$ cat config.mk
export PLATFORM = sky130hd
export DESIGN_NAME = relu6_ram_ctrl
export DESIGN_NICKNAME = d
export VERILOG_FILES = /design/src/rtl/relu6_ram_ctrl.sv
export SDC_FILE = /design/constraint.sdc
export NUM_CORES = 1
export LEC_CHECK = 0
export ABC_AREA = 1
export CELL_PAD_IN_SITES_DETAIL_PLACEMENT = 0
export CELL_PAD_IN_SITES_GLOBAL_PLACEMENT = 1
export CORE_ASPECT_RATIO = 0.8
export CORE_MARGIN = 3
export CORE_UTILIZATION = 38
export DETAILED_ROUTE_END_ITERATION = 12
export PLACE_DENSITY_LB_ADDON = 0.1
export SYNTH_ARGS = -nofsm -noshare
export SYNTH_HDL_FRONTEND = slang
export SYNTH_SLANG_ARGS = --single-unit
$ cat constraint.sdc
create_clock -name clk -period 3.6 [get_ports clk]
set_input_delay 0.72 -clock clk [delete_from_list [all_inputs] [get_ports clk]]
set_output_delay 0.72 -clock clk [all_outputs]
set_load 0.1 [all_outputs]
$ cat src/rtl/relu6_ram_ctrl.sv
// relu6_ram_ctrl: fill/drain sequencer for the layer-6 feature-vector RAM.
// Optional sticky protocol-error flag enabled by defining RELU6_CTRL_ERR_EN.
module relu6_ram_ctrl #(
    parameter int DEPTH = 16,
    parameter int AW    = 7,
    parameter int PW    = 8
) (
    input  logic          clk,
    input  logic          rst,
    input  logic          in_valid,
    output logic          in_ready,
    input  logic          start,
    input  logic [PW-1:0] passes,
    output logic          wr_en,
    output logic [AW-1:0] wr_addr,
    output logic          rd_en,
    output logic [AW-1:0] rd_addr,
    output logic          out_valid,
    output logic          out_last,
    output logic          buf_full,
    output logic          err
);

    localparam logic [1:0] S_FILL  = 2'd0;
    localparam logic [1:0] S_FULL  = 2'd1;
    localparam logic [1:0] S_DRAIN = 2'd2;
    localparam logic [1:0] S_FLUSH = 2'd3;

    localparam logic [AW-1:0] LAST = AW'(DEPTH - 1);
    localparam logic [PW-1:0] ONE  = PW'(1);

    logic [1:0]    state;
    logic [AW-1:0] wcnt;
    logic [AW-1:0] rcnt;
    logic [PW-1:0] pcnt;
    logic          rd_final;

    // Strobes are gated by rst so nothing reaches the RAM in a reset cycle.
    assign in_ready = rst && (state == S_FILL);
    assign wr_en    = in_ready && in_valid;
    assign wr_addr  = rst ? wcnt : '0;
    assign rd_en    = rst && (state == S_DRAIN);
    assign rd_addr  = rst ? rcnt : '0;
    assign buf_full = rst && (state == S_FULL);
    assign rd_final = rd_en && (rcnt == LAST) && (pcnt == ONE);

    // Main sequencer: write counter, read/pass counters and state.
    always_ff @(posedge clk) begin
        if (!rst) begin
            state <= S_FILL;
            wcnt  <= '0;
            rcnt  <= '0;
            pcnt  <= '0;
        end else begin
            unique case (state)
                S_FILL: begin
                    if (in_valid) begin
                        if (wcnt == LAST) begin
                            wcnt  <= '0;
                            state <= S_FULL;
                        end else begin
                            wcnt <= wcnt + 1'b1;
                        end
                    end
                end
                S_FULL: begin
                    if (start) begin
                        pcnt  <= (passes == '0) ? ONE : passes;
                        state <= S_DRAIN;
                    end
                end
                S_DRAIN: begin
                    if (rcnt == LAST) begin
                        rcnt <= '0;
                        if (pcnt == ONE) begin
                            state <= S_FLUSH;
                        end else begin
                            pcnt <= pcnt - ONE;
                        end
                    end else begin
                        rcnt <= rcnt + 1'b1;
                    end
                end
                S_FLUSH: begin
                    state <= S_FILL;
                end
                default: begin
                    state <= S_FILL;
                end
            endcase
        end
    end

    // RAM read data appears one cycle after the read strobe.
    always_ff @(posedge clk) begin
        if (!rst) begin
            out_valid <= 1'b0;
            out_last  <= 1'b0;
        end else begin
            out_valid <= rd_en;
            out_last  <= rd_final;
        end
    end

`ifdef RELU6_CTRL_ERR_EN
    logic err_q;

    // Sticky flag: producer pushed outside FILL or consumer started outside FULL.
    always_ff @(posedge clk) begin
        if (!rst) begin
            err_q <= 1'b0;
        end else if ((in_valid && state != S_FILL) ||
                     (start && state != S_FULL)) begin
            err_q <= 1'b1;
        end
    end

    assign err = err_q;
`else
    assign err = 1'b0;
`endif

endmodule

# [Word level (Yosys, flattened, before mapping)]
# Cells that the tools add are included.
[op_classes] n_reduce_logical=12 n_mux=15 eq_ne=12 addsub=3
[ops] op="$mux 8" count=4
[ops] op="$mux 7" count=4
[ops] op="$pmux 8 s2" count=1
[ops] op="$add 7x1->7 const B" count=2
[ops] op="$eq 7x4->1 const B" count=2
[ops] op="$mux 2" count=5
[ops] op="$eq 8x1->1 const B" count=1
[ops] op="$logic_not 8->1" count=1
[ops] op="$pmux 2 s4" count=1
[ops] op="$sub 8x1->8 const B" count=1
[ops] op="$logic_and 1x1->1" count=6
[ops] op="$ne 2x1->1 const B" count=3
[ops] op="$ne 2x2->1 const B" count=3
[ops] op="$reduce_and 5->1" count=1
[ops] op="$eq 2x2->1 const B" count=2
[ops] op="$reduce_and 4->1" count=1
[ops] op="$eq 2x1->1 const B" count=1
[ops] op="$logic_not 2->1" count=1
[ops] op="$reduce_and 2->1" count=1
[ops] op="$reduce_bool 2->1" count=1
[word_totals] regBits=26

# [Longest topological paths before layout]
# Gate-level depths: netlist of run 1.
[depth] ltp_word=4 ltp_mapped=10 depth_no_buf=9

# [Worst setup path before layout of run 1]
# No wires, ideal clock.
[synth_timing] kind="in2out" start="in in_valid" end="out wr_en" setup_slack_ns=0.728 n_path_buf=0 arrival_ns=2.152 cell_stages=2 cell_sequence="nand2_1 nor2_1"
[synth_via] elab_chain_cells=1
[synth_rtl] element="from (decl)" line_no="10" text="input logic in_valid,"
[synth_rtl] element="$logic_and 1x1->1" line_no="40" text="assign wr_en = in_ready && in_valid;"
[synth_rtl] element="to (decl)" line_no="14" text="output logic wr_en,"
# Every way passes these cells.

# [Worst setup path in the final report of run 1]
[layout_timing] start="in rst" end="out wr_en"
[layout_via] elab_chain_cells=2
[layout_rtl] element="from (decl)" line_no="9" text="input logic rst,"
[layout_rtl] element="$logic_and 1x1->1" line_no="39" text="assign in_ready = rst && (state == S_FILL);"
[layout_rtl] element="$logic_and 1x1->1" line_no="40"
# Every way passes these cells.

==> results summary, run 1 <==
The number of different library cells in the post-synthesis netlist is 32. The switching share of power came out at about 50%. Sorting the synthesized cells by area gives the leading types as dfxtp_1 31%, nand2_1 15%, inv_1 11%. The internal power is approximately 0.00076 W. Across the run, the number of max-cap violations was 0.

The count of placed standard cells in the final layout, fillers left out came out at 351. The analysis attributes to net switching a power of 0.0007714 W. The total wire length is approximately 3900 µm. The run finished with clean final reports. STA classifies the critical path startpoint as a primary input. Buffers inserted to repair hold after CTS numbered 0. Along the worst path, the maximum fanout reaches 8. IR analysis of the VDD net gives a maximum drop of around 0.00041 V. The synthesis warning total is 0.

For this run, design rule violations remaining after detail routing come to 0. Of the post-synthesis cell area, the dominant cell type holds 31.49%. Per report_power, the combinational group accounts for between 60 and 70% of the total. TritonCTS built the clock tree.

Final hold analysis gives a worst-case slack of between 400 and 500 ps. The die footprint is around 0.0052 mm². The buffer levels on the longest clock path is 2. The layout cell share with drive strength beyond 1 is around an eighth. The net count after synthesis is 285. The repair_antennas step left the layout with diodes totalling 0. The sequential share of power came out at a little over a quarter. The final core utilization came out at between 50% and 60%. The data required time at the worst endpoint is 2880 ps.

The transition time of the tightest slew-check pin came out at a little under 1000 ps. The number of sinks handled by clock tree synthesis is 26. The vertical die dimension is roughly 65 µm. From synthesis to final layout, the design area changed by 35.88%. Setup slack on the worst reg-to-reg path comes out at around 1800 ps. The clock-pin slew of the registers on the worst-case setup and hold paths came out at around 90 ps. The total grt overflow is 0.

Dividing the final minimum period by the clock period gives 75.77%. The pin count of the biggest net entering global routing is 24. The data arrival time of the critical path is 2010 ps. STA classifies the critical path endpoint as a primary output. The count of input and output buffers came out at 31.

Setup violations remaining at the end of the flow were counted as 0. The global-route wire length before repair is between 6000 and 7000 µm. The final-report hold violation count came out at 0.

The worst hold path belongs to the class reg2reg. The most used flip-flop cell after synthesis is dfxtp_1. The power density of the placed cells came out at 682.7 mW/mm². For this configuration, the core starts out at a cell density of between 40% and 50%. Setup repair after global routing left no endpoint under its margin. On the final layout, the worst clock skew is about 1.2 ps. The routability-driven placement congestion ratio came out at between 0.7 and 0.8. In this run, synthesis produced a sequential element count of 26. The clock group share of total power is 12.5%.

Counting instances in the post-synthesis netlist gives the leading cell types as 68 x nand2_1, 49 x inv_1, 41 x nor2_1. Once detail routing completed, the nets flagged for antenna violations numbered 0. The placed wire-length estimate after detailed placement came out at approximately 3200 µm. The detailed router's first-iteration violation count is 87. The average wire length per cell after detail routing is roughly 11 µm. nand2_1 is the most common cell in the netlist. The die width is between 70 and 80 µm. Dividing the detail-routed via count by the number of cells gives ~4.5. The normalized max-slew margin is 35.55%. The synthesized design spends more area on one cell type than any other, namely dfxtp_1. The sequential-to-total area share from yosys stat is a little under a third. After synthesis, the mean cell area works out to 6.237 µm². Summing every instance area after synthesis gives 0.001653 mm². Buffers added to address setup during post-CTS repair amount to 0. The count of instances resized after the clock tree is built is 0. The total count of max-transition violations in the final report came to 0. Before antenna repair, the detailed router went through 4 iterations. The share of flip-flops with an asynchronous set or reset is 0%.

The core outline area is slightly below 0.004 mm². At the later pin of the worst-skew pair, clock insertion delay measures ~270 ps. The critical path in this run is classified as in2out. Static timing analysis puts the maximum clock frequency at 366.6 MHz.

The number of antenna violations at the first check in global routing came to 0. The synthesized design contains 0 enable-type register cells. The number of top-level pins is 33. The number of clock buffers inserted by TritonCTS came out at 3. For this design the static power due to leakage is between 1 and 1.5 nW. The number of levels the H-tree was split into is 1. The shortest period the worst path allows is roughly 2700 ps. The net count reported at finish came out at roughly 320. The number of cells after detailed placement came out at 347. The count of mapped cells out of synthesis is approximately 270. The aggregate negative setup slack is 0 ps. The overall via count from detail_route came out at roughly 1600. The number of standard-cell rows in the floorplan is 20. The number of global-route vias before repair is approximately 1400. The root buffer cell chosen for the clock tree is clkbuf_8. The all-layer global routing usage came out at 16.55%.
[power by group through the flow]
stage / registers [W] / logic, W / clock network [W]
3_5_place_dp: 0.000418 / 0.000925 / 0
5_1_grt: 0.000422 / 0.00106 / 0.000208
6_report: 0.000414 / 0.000929 / 0.000191
4_1_cts: 0.000412 / 0.000928 / 0.000200
2_1_floorplan: 0.000414 / 0.000703 / 0
3_3_place_gp: 0.000418 / 0.000928 / 0
[worst paths after layout]
check           start  endpoint  depth (start not counted)
max               rst     wr_en                          4
min           wcnt[6]   wcnt[6]                          2
max reg2reg  state[0]   pcnt[1]                         10
min reg2reg   wcnt[6]   wcnt[6]                          2
[layout by cell type, fill, tap and decap left out]
master and count:
nand2_1 68, inv_1 49, nor2_1 41, dfxtp_1 26, buf_12 18, nand3_1 14, clkdlybuf4s50_1 13, o21ai_0 12
ha_1 8, a21oi_1 7, nor3_1 5, clkbuf_8 4, nor2_2 3, nor3b_1 3, xor2_1 3, nand4_1 3
buf_4 3, inv_2 2, o22ai_1 2, nand3_2 1, a21oi_4 1, o21ai_2 1, nand2_2 1, nand2_4 1
o21ai_1 1, o22a_1 1, a211oi_1 1, o21a_1 1, o21bai_1 1, nor4_1 1, conb_1 1
[metrics by stage]
step / power, W / setup WS [ps] / cell area (µm²)
floorplan: 0.001118 / 728.0 / 1653
global placement: 0.001346 / 880.5 / 2191
detailed placement: 0.001344 / 871.1 / 2191
CTS: 0.001541 / 865.6 / 2246
global route: 0.001694 / 785.3 / 2246
finish: 0.001533 / 872.4 / 2246
[critical path, cell delays in order]
cell and delay, ps:
clkdlybuf4s50_1 660, inv_1 150, nor2_1 260, buf_12 210
[flip-flops by register name, summed over array words and instances (netlist names)]
register / flops
pcnt: 8
wcnt: 7
out_last: 1
out_valid: 1
state: 2
rcnt: 7
[cell families after synthesis]
family | Yosys count | share of synthesized area (%)
simple gates | 141 | 36.19
other cells | 1 | 0.2269
buf+inv | 58 | 14.23
compound gates | 28 | 10.22
flops | 26 | 31.49
xor+xnor | 3 | 1.590
fa+ha+maj | 8 | 6.056
[cell type report]
| cell class | count | area [µm²] |
|---|---|---|
| multi-input combinational | 181 | 897.1 |
| inverter | 51 | 191.4 |
| fill | 403 | 1733 |
| tap | 55 | 68.82 |
| timing repair buffer | 34 | 513.0 |
| clock buffer | 4 | 55.05 |
| sequential | 26 | 520.5 |
[layer usage]
layer / GRT usage (%) / vias to the layer above / wire, µm
met4: 2.532 / 0 / 17
met3: 4.167 / 2 / 177
met5: 0 / - / 0
met1: 23.92 / 688 / 2129
met2: 25.21 / 31 / 1590
li1: - / 874 / -
(Power assumes the default switching activity.)
==> run 2: changes to the inputs <==
--- a/config.mk
+++ b/config.mk
@@ -10,7 +10,7 @@
 export CELL_PAD_IN_SITES_GLOBAL_PLACEMENT = 1
 export CORE_ASPECT_RATIO = 0.8
 export CORE_MARGIN = 3
-export CORE_UTILIZATION = 38
+export CORE_UTILIZATION = 35
 export DETAILED_ROUTE_END_ITERATION = 12
 export PLACE_DENSITY_LB_ADDON = 0.1
 export SYNTH_ARGS = -nofsm -noshare
==> constraint.sdc (replaced) <==
create_clock -name clk -period 2.8 [get_ports clk]
set_input_delay 0.56 -clock clk [delete_from_list [all_inputs] [get_ports clk]]
set_output_delay 0.56 -clock clk [all_outputs]
set_load 0.1 [all_outputs]
==> results summary, run 2 (synthesis gave the netlist of run 1 again) <==
The vertical die dimension came out at 67.47 µm (+3.8%). The setup slack on the worst flop-to-flop path was 890 ps (-890 ps). The average wire length per cell after detail routing came out at 11.25 µm (+0.93%). The max-capacitance violation count came out at 0 (unchanged). The number of standard-cell rows in the floorplan came out at 21 (+5.0%). The depth of the worst register-to-register path came out at 9 (-1).

The library cell used most frequently in the layout, excluding fill and tap cells, is nand2_1. The type of origin of the critical path is a flip-flop. The largest fanout of any net on the critical path came out at 14 (+6).

The count of instances resized after the clock tree is built came out at 0 (unchanged). The final core utilization came to 51.46% (-5.0 points). The flip-flop count of the largest register after layout was 8 (unchanged). The peak per-stage delay on the critical path came out at 480 ps (-180 ps). The number of design rule violations left after detail routing is 0 (unchanged). The critical path goes through inv_1 > ha_1 > nand2_1 > inv_1 > buf_12. The number of clock buffers inserted by TritonCTS came out at 3 (unchanged).

The count of input and output buffers was 31 (unchanged). Leaving out fill and tap cells, the most frequent cells in the layout are 68 x nand2_1, 49 x inv_1, 41 x nor2_1. The final clock period utilization by the worst path is 81.28%. The number of antenna violations at the first check in global routing came to 0 (unchanged).

The total grt overflow came to 0 (unchanged). The clock-pin slew of the registers on the worst-case setup and hold paths was 90 ps (about the same). The power density of the placed cells is 868.3 mW/mm² (+27%). The data arrival time of the critical path came out at 1720 ps (-290 ps). The reported net switching power came out at 0.0009872 W (+28%). The routability-driven placement congestion ratio came out at 0.8228 (+3.3%). The layout cell share with drive strength beyond 1 was 12.79% (+0.97 points).

The number of global-route vias before repair came out at 1553 (+7.3%). The total placed instance area came out at 0.002203 mm² (+0.57%). The number of fillers in the final layout came to 462 (+15%). The largest registers in the layout are pcnt (8), rcnt (7), wcnt (7). The worst setup slack before clock tree synthesis came out at 526.1 ps (-345.0 ps). The combinational fraction of design power is 62.1% (+1.5 points).

The sequential share of power came out at 27.1% (about the same). The hold path depth is 2 (unchanged). The count of TritonRoute iterations in the first routing pass came to 4 (unchanged).

The number of levels the H-tree was split into is 1 (unchanged). In this run the worst hold path is classified as reg2reg. The pin count of the biggest net entering global routing came out at 18 (-25%). The post-CTS repair timing setup buffer count came out at 0 (unchanged). The global-route wire length before repair came out at 7058 µm (+3.4%).

The maximum VDD drop is 0.0005277 V (+28%). The final critical-path setup slack came out at 524.3 ps (-348.1 ps). The signed area change from the synthesized netlist to the final layout is 35.81% (about the same). The all-layer global routing usage is 15.52% (-1.0 points). The flow ran to the end, and the final reports show no timing, DRC or antenna violations. The aggregate negative setup slack came out at 0 ps (unchanged). TritonCTS built the clock tree.

The buffer levels on the longest clock path is 2 (unchanged). The critical path is of the reg2out type. The placed wire-length estimate after detailed placement is 3224 µm (+1.6%). The shortest period the worst path allows came out at roughly 2300 ps. The total wire length came out at 3984 µm (+1.8%). The internal power is 0.0009619 W (+26%). The number of top-level pins was 33 (unchanged).

The sequential standard cell area is 520.5 µm² (unchanged). The clock group share of total power came to 10.8% (-1.7 points). The overall via count from detail_route is 1620 (+1.6%). The clock skew is 2.279 ps (+1.106 ps). The die footprint is 0.005588 mm² (+7.8%). The transition time of the tightest slew-check pin is 504.7 ps (-459.0 ps). The design area is 0.002245 mm² (about the same). The diode insertion count for antenna repair came out at 0 (unchanged). The static leakage is 1.131 nW (+0.56%).

The detailed router's first-iteration violation count is 86 (-1.1%). The final antenna-violating net count came out at 0 (unchanged). The normalized max-slew margin is 66.35% (+31 points).

Among the stages of the critical path, the cell type that occurs most often is inv_1. STA classifies the critical path endpoint as a primary output. The area of combinational cells with multiple inputs came out at 897.1 µm² (unchanged). The cts-stage hold buffer count is 0 (unchanged). The total count of max-transition violations in the final report came out at 0 (unchanged).

The register with the most flip-flops is pcnt. The number of sinks handled by clock tree synthesis came out at 26 (unchanged). The worst hold slack after final layout is 493.1 ps (-4.596 ps). The core outline area came to 0.004362 mm² (+9.6%). Setup repair after global routing left no endpoint under its margin.

The final count of negative-setup-slack endpoints is 0 (unchanged). Based on the critical path, the design can be clocked at up to between 400 and 500 MHz. The data required time at the worst endpoint is 2240 ps (-640 ps).

The library cell contributing the largest single delay on the critical path is ha_1. The switching share of power is 50.65% (+0.34 points). The net count reported at finish came out at 319 (+0.63%). CTS placed an instance of clkbuf_8 at the clock tree root. The final-report hold violation count is 0 (unchanged). The die width was 82.83 µm (+3.9%).

The clock insertion delay at the later pin of the skew report came to 270 ps (about the same). The mean number of vias per cell is 4.576 (+0.71%). The initial core utilization is 37.89% (-3.6 points).
==> run 2: changes by cell type in the layout (fill, tap and decap cells not counted), sizes merged <==
cell,change
buf,+4
clkbuf,-1
clkdlybuf4s50,-2
==> run 2: through the flow <==
step / instances / power (W)
floorplan: 265 / 0.001437
global placement: 351 / 0.001750
detailed placement: 351 / 0.001744
CTS: 354 / 0.001966
global route: 354 / 0.002159
finish: 354 / 0.001949
==> run 2: area by class of cell <==
| type | instances | area share, % |
|---|---|---|
| clock buffers | 3 | 1.839 |
| inverters | 51 | 8.528 |
| multi-input cells | 181 | 39.97 |
| flip-flops and latches | 26 | 23.19 |
| well taps | 57 | 3.177 |
| repair buffers | 36 | 23.30 |
==> run 2: path summary, 6_finish.rpt <==
kind / end / from
max: rd_en / state[0]
max reg2reg: pcnt[1] / state[0]
min reg2reg: pcnt[1] / pcnt[1]
min: pcnt[1] / pcnt[1]
==> run 2: worst max-delay path, delay by kind of cell (launching register included) <==
| kind | cells | cell delay, ps |
|---|---|---|
| flops | 1 | 330 |
| fa+ha+maj | 1 | 480 |
| simple gates | 1 | 170 |
| buf+inv | 3 | 450 |
==> run 2: metal layers <==
layer  track usage, %  vias to the layer above  share of wire [%]
li1                 -                      875                  -
met1            20.60                      709                 51
met2            25.60                       32                 42
met3            3.902                        4                5.3
met4            3.673                        0               0.95
met5                0                        -                  0
==> run 2: power by group through the flow <==
stage	combinational [W]	clock, W	sequential [W]
after floorplan	0.000904	0	0.000533
after global routing	0.00138	0.000239	0.000541
after CTS	0.00121	0.000225	0.000527
after global placement	0.00121	0	0.000537
final	0.00121	0.000211	0.000527
after detailed placement	0.00121	0	0.000536
==> run 3: changes to the inputs <==
==> constraint.sdc (replaced) <==
create_clock -name clk -period 2.3 [get_ports clk]
set_input_delay 0.46 -clock clk [delete_from_list [all_inputs] [get_ports clk]]
set_output_delay 0.46 -clock clk [all_outputs]
set_load 0.1 [all_outputs]
==> results summary, run 3 (synthesis gave the netlist of run 1 again) <==
The overall via count from detail_route came out at 1588 (-2.0%). The data required time at the worst endpoint is 1840 ps (-400 ps). The final-report hold violation count came out at 0 (unchanged). The type of origin of the critical path is a primary input.

The clock insertion delay at the later pin of the skew report is 270 ps (about the same). The pin count of the biggest net entering global routing came out at 22 (+4). The signal on the critical path passes through clkdlybuf4s50_1 > buf_4 > nand2_1 > inv_1 > buf_12. The number of cells after detailed placement is 349 (-0.57%). The number of standard-cell rows in the floorplan is 21 (unchanged).

For this run, the top clock speed supported by timing is between 400 and 500 MHz. The clock-pin slew of the registers on the worst-case setup and hold paths is 100 ps (about the same). The core outline area is 0.004362 mm² (unchanged). CTS placed an instance of clkbuf_8 at the clock tree root.

The aggregate negative setup slack is 0 ps (unchanged). The buffer levels on the longest clock path was 2 (unchanged). The final clock period utilization by the worst path is 91.54%. The library cell used most frequently in the layout, excluding fill and tap cells, is nand2_1. From synthesis to final layout, the design area changed by 36.64%.

The cts-stage hold buffer count is 0 (unchanged). TritonCTS built the clock tree. The number of design rule violations left after detail routing is 0 (unchanged).

The net count reported at finish came out at 317 (-0.63%). The final count of negative-setup-slack endpoints was 0 (unchanged). The data arrival time of the critical path came out at 1650 ps (-70 ps). The number of antenna violations at the first check in global routing came out at 0 (unchanged). The maximum VDD drop was 0.0005274 V (about the same).

The flow ran to the end, and the final reports show no timing, DRC or antenna violations. The die footprint came to 0.005588 mm² (unchanged). The classification of the worst-slack hold path is reg2reg. The global-route wire length before repair is 6831 µm (-3.2%). The layout cell share with drive strength beyond 1 is 12.84% (+0.043 points).

The number of buffer and inverter stages on the critical path came to 4 (+1). The mean number of vias per cell is 4.499 (-1.7%). The number of clock buffers inserted by TritonCTS was 3 (unchanged). The critical path is of the in2out type.

The count of TritonRoute iterations in the first routing pass is 4 (unchanged). In the layout the commonest cells are 68 x nand2_1, 49 x inv_1, 40 x nor2_1. The register with the most flip-flops is pcnt. STA classifies the critical path endpoint as a primary output. The kind of cell with the highest combined delay along the critical path is buffers and inverters. The average wire length per cell after detail routing is 11.14 µm (-1.0%). The number of global-route vias before repair came to 1436 (-7.5%). The routability-driven placement congestion ratio is 0.8288 (+0.73%). The total grt overflow was 0 (unchanged).

For this design, the slowest cell found on the critical path is clkdlybuf4s50_1. The shortest period the worst path allows came out at around 2100 ps. The die width is 82.83 µm (unchanged). The detailed router's first-iteration violation count is 129 (+50%). The final antenna-violating net count came to 0 (unchanged). The all-layer global routing usage came out at 15.03% (-0.49 points).

The number of sinks handled by clock tree synthesis is 26 (unchanged). The count of placed standard cells in the final layout, fillers left out came out at 353 (-0.28%). Setup repair after global routing left no endpoint under its margin. The flip-flop count of the largest register after layout came to 8 (unchanged).

The total wire length was 3932 µm (-1.3%). The total count of max-transition violations in the final report is 0 (unchanged). The clock skew was 3.301 ps (+1.022 ps). The largest fanout of any net on the critical path was 13 (-1).

The max-capacitance violation count came out at 0 (unchanged). The diode insertion count for antenna repair is 0 (unchanged). The peak per-stage delay on the critical path is 590 ps (+110 ps). The number of top-level pins is 33 (unchanged). The static leakage came out at 1.133 nW (+0.20%). The post-CTS repair timing setup buffer count came out at 0 (unchanged). The number of levels the H-tree was split into came out at 1 (unchanged). The power density of the placed cells came out at 1074 mW/mm² (+24%). The count of instances resized after the clock tree is built is 0 (unchanged). The initial core utilization came to 37.89% (unchanged). The vertical die dimension is 67.47 µm (unchanged). In the final layout, the registers with the most flip-flops are pcnt (8), rcnt (7), wcnt (7). The placed wire-length estimate after detailed placement is 3122 µm (-3.2%). The count of input and output buffers is 31 (unchanged).
run 3: changes by cell type in the layout (fill, tap and decap cells not counted), sizes merged:
cell and delta:
buf -2, clkbuf +1
run 3: metrics by stage:
| step | util [%] | total power, W | hold WS [ps] | setup WS, ps | instance area, µm² |
|---|---|---|---|---|---|
| 2_1_floorplan | - | 0.001752 | 453.3 | 187.7 | 1655 |
| 3_3_place_gp | 50.52 | 0.002120 | 468.0 | 201.4 | 2203 |
| 3_5_place_dp | 50.52 | 0.002111 | 479.5 | 189.4 | 2203 |
| 4_1_cts | 51.78 | 0.002429 | 499.9 | 181.7 | 2258 |
| 5_1_grt | 51.78 | 0.002660 | 542.0 | 90.08 | 2258 |
| 6_report | 51.78 | 0.002426 | 497.4 | 194.7 | 2258 |
run 3: where the power goes:
| part | internal, W | total, W | switching (W) |
|---|---|---|---|
| Sequential | 0.000555 | 0.000641 | 0.0000866 |
| Combinational | 0.000491 | 0.00148 | 0.000985 |
| Clock | 0.000153 | 0.000309 | 0.000156 |
run 3: layer usage:
layer	wire [µm]	vias to the layer above	GRT usage [%]
met2	1572	29	21.50
li1	-	874	-
met1	2175	683	22.99
met3	160	2	3.415
met4	24	0	2.449
met5	0	-	0
run 3: area by class of cell:
type                    count  area (µm²)
fillers                   459        2103
flip-flops and latches     26       520.5
clock buffers               4       55.05
inverters                  51       191.4
well taps                  57       71.32
multi-input cells         181       899.6
repair buffers             34       520.5
run 3: worst min-delay path: cells and delay by family, from the launching register on:
family	cells	cell delay (ps)
compound gates	1	60
buf+inv	1	80
flops	1	320
run 3: worst paths after layout:
path	startpoint	end	slack, ps	cells after the start
worst max-delay path	rst	wr_addr[1]	190	5
worst min-delay path	wcnt[6]	wcnt[6]	500	2
worst max register to register	state[0]	pcnt[1]	670	8
worst min register to register	wcnt[6]	wcnt[6]	500	2
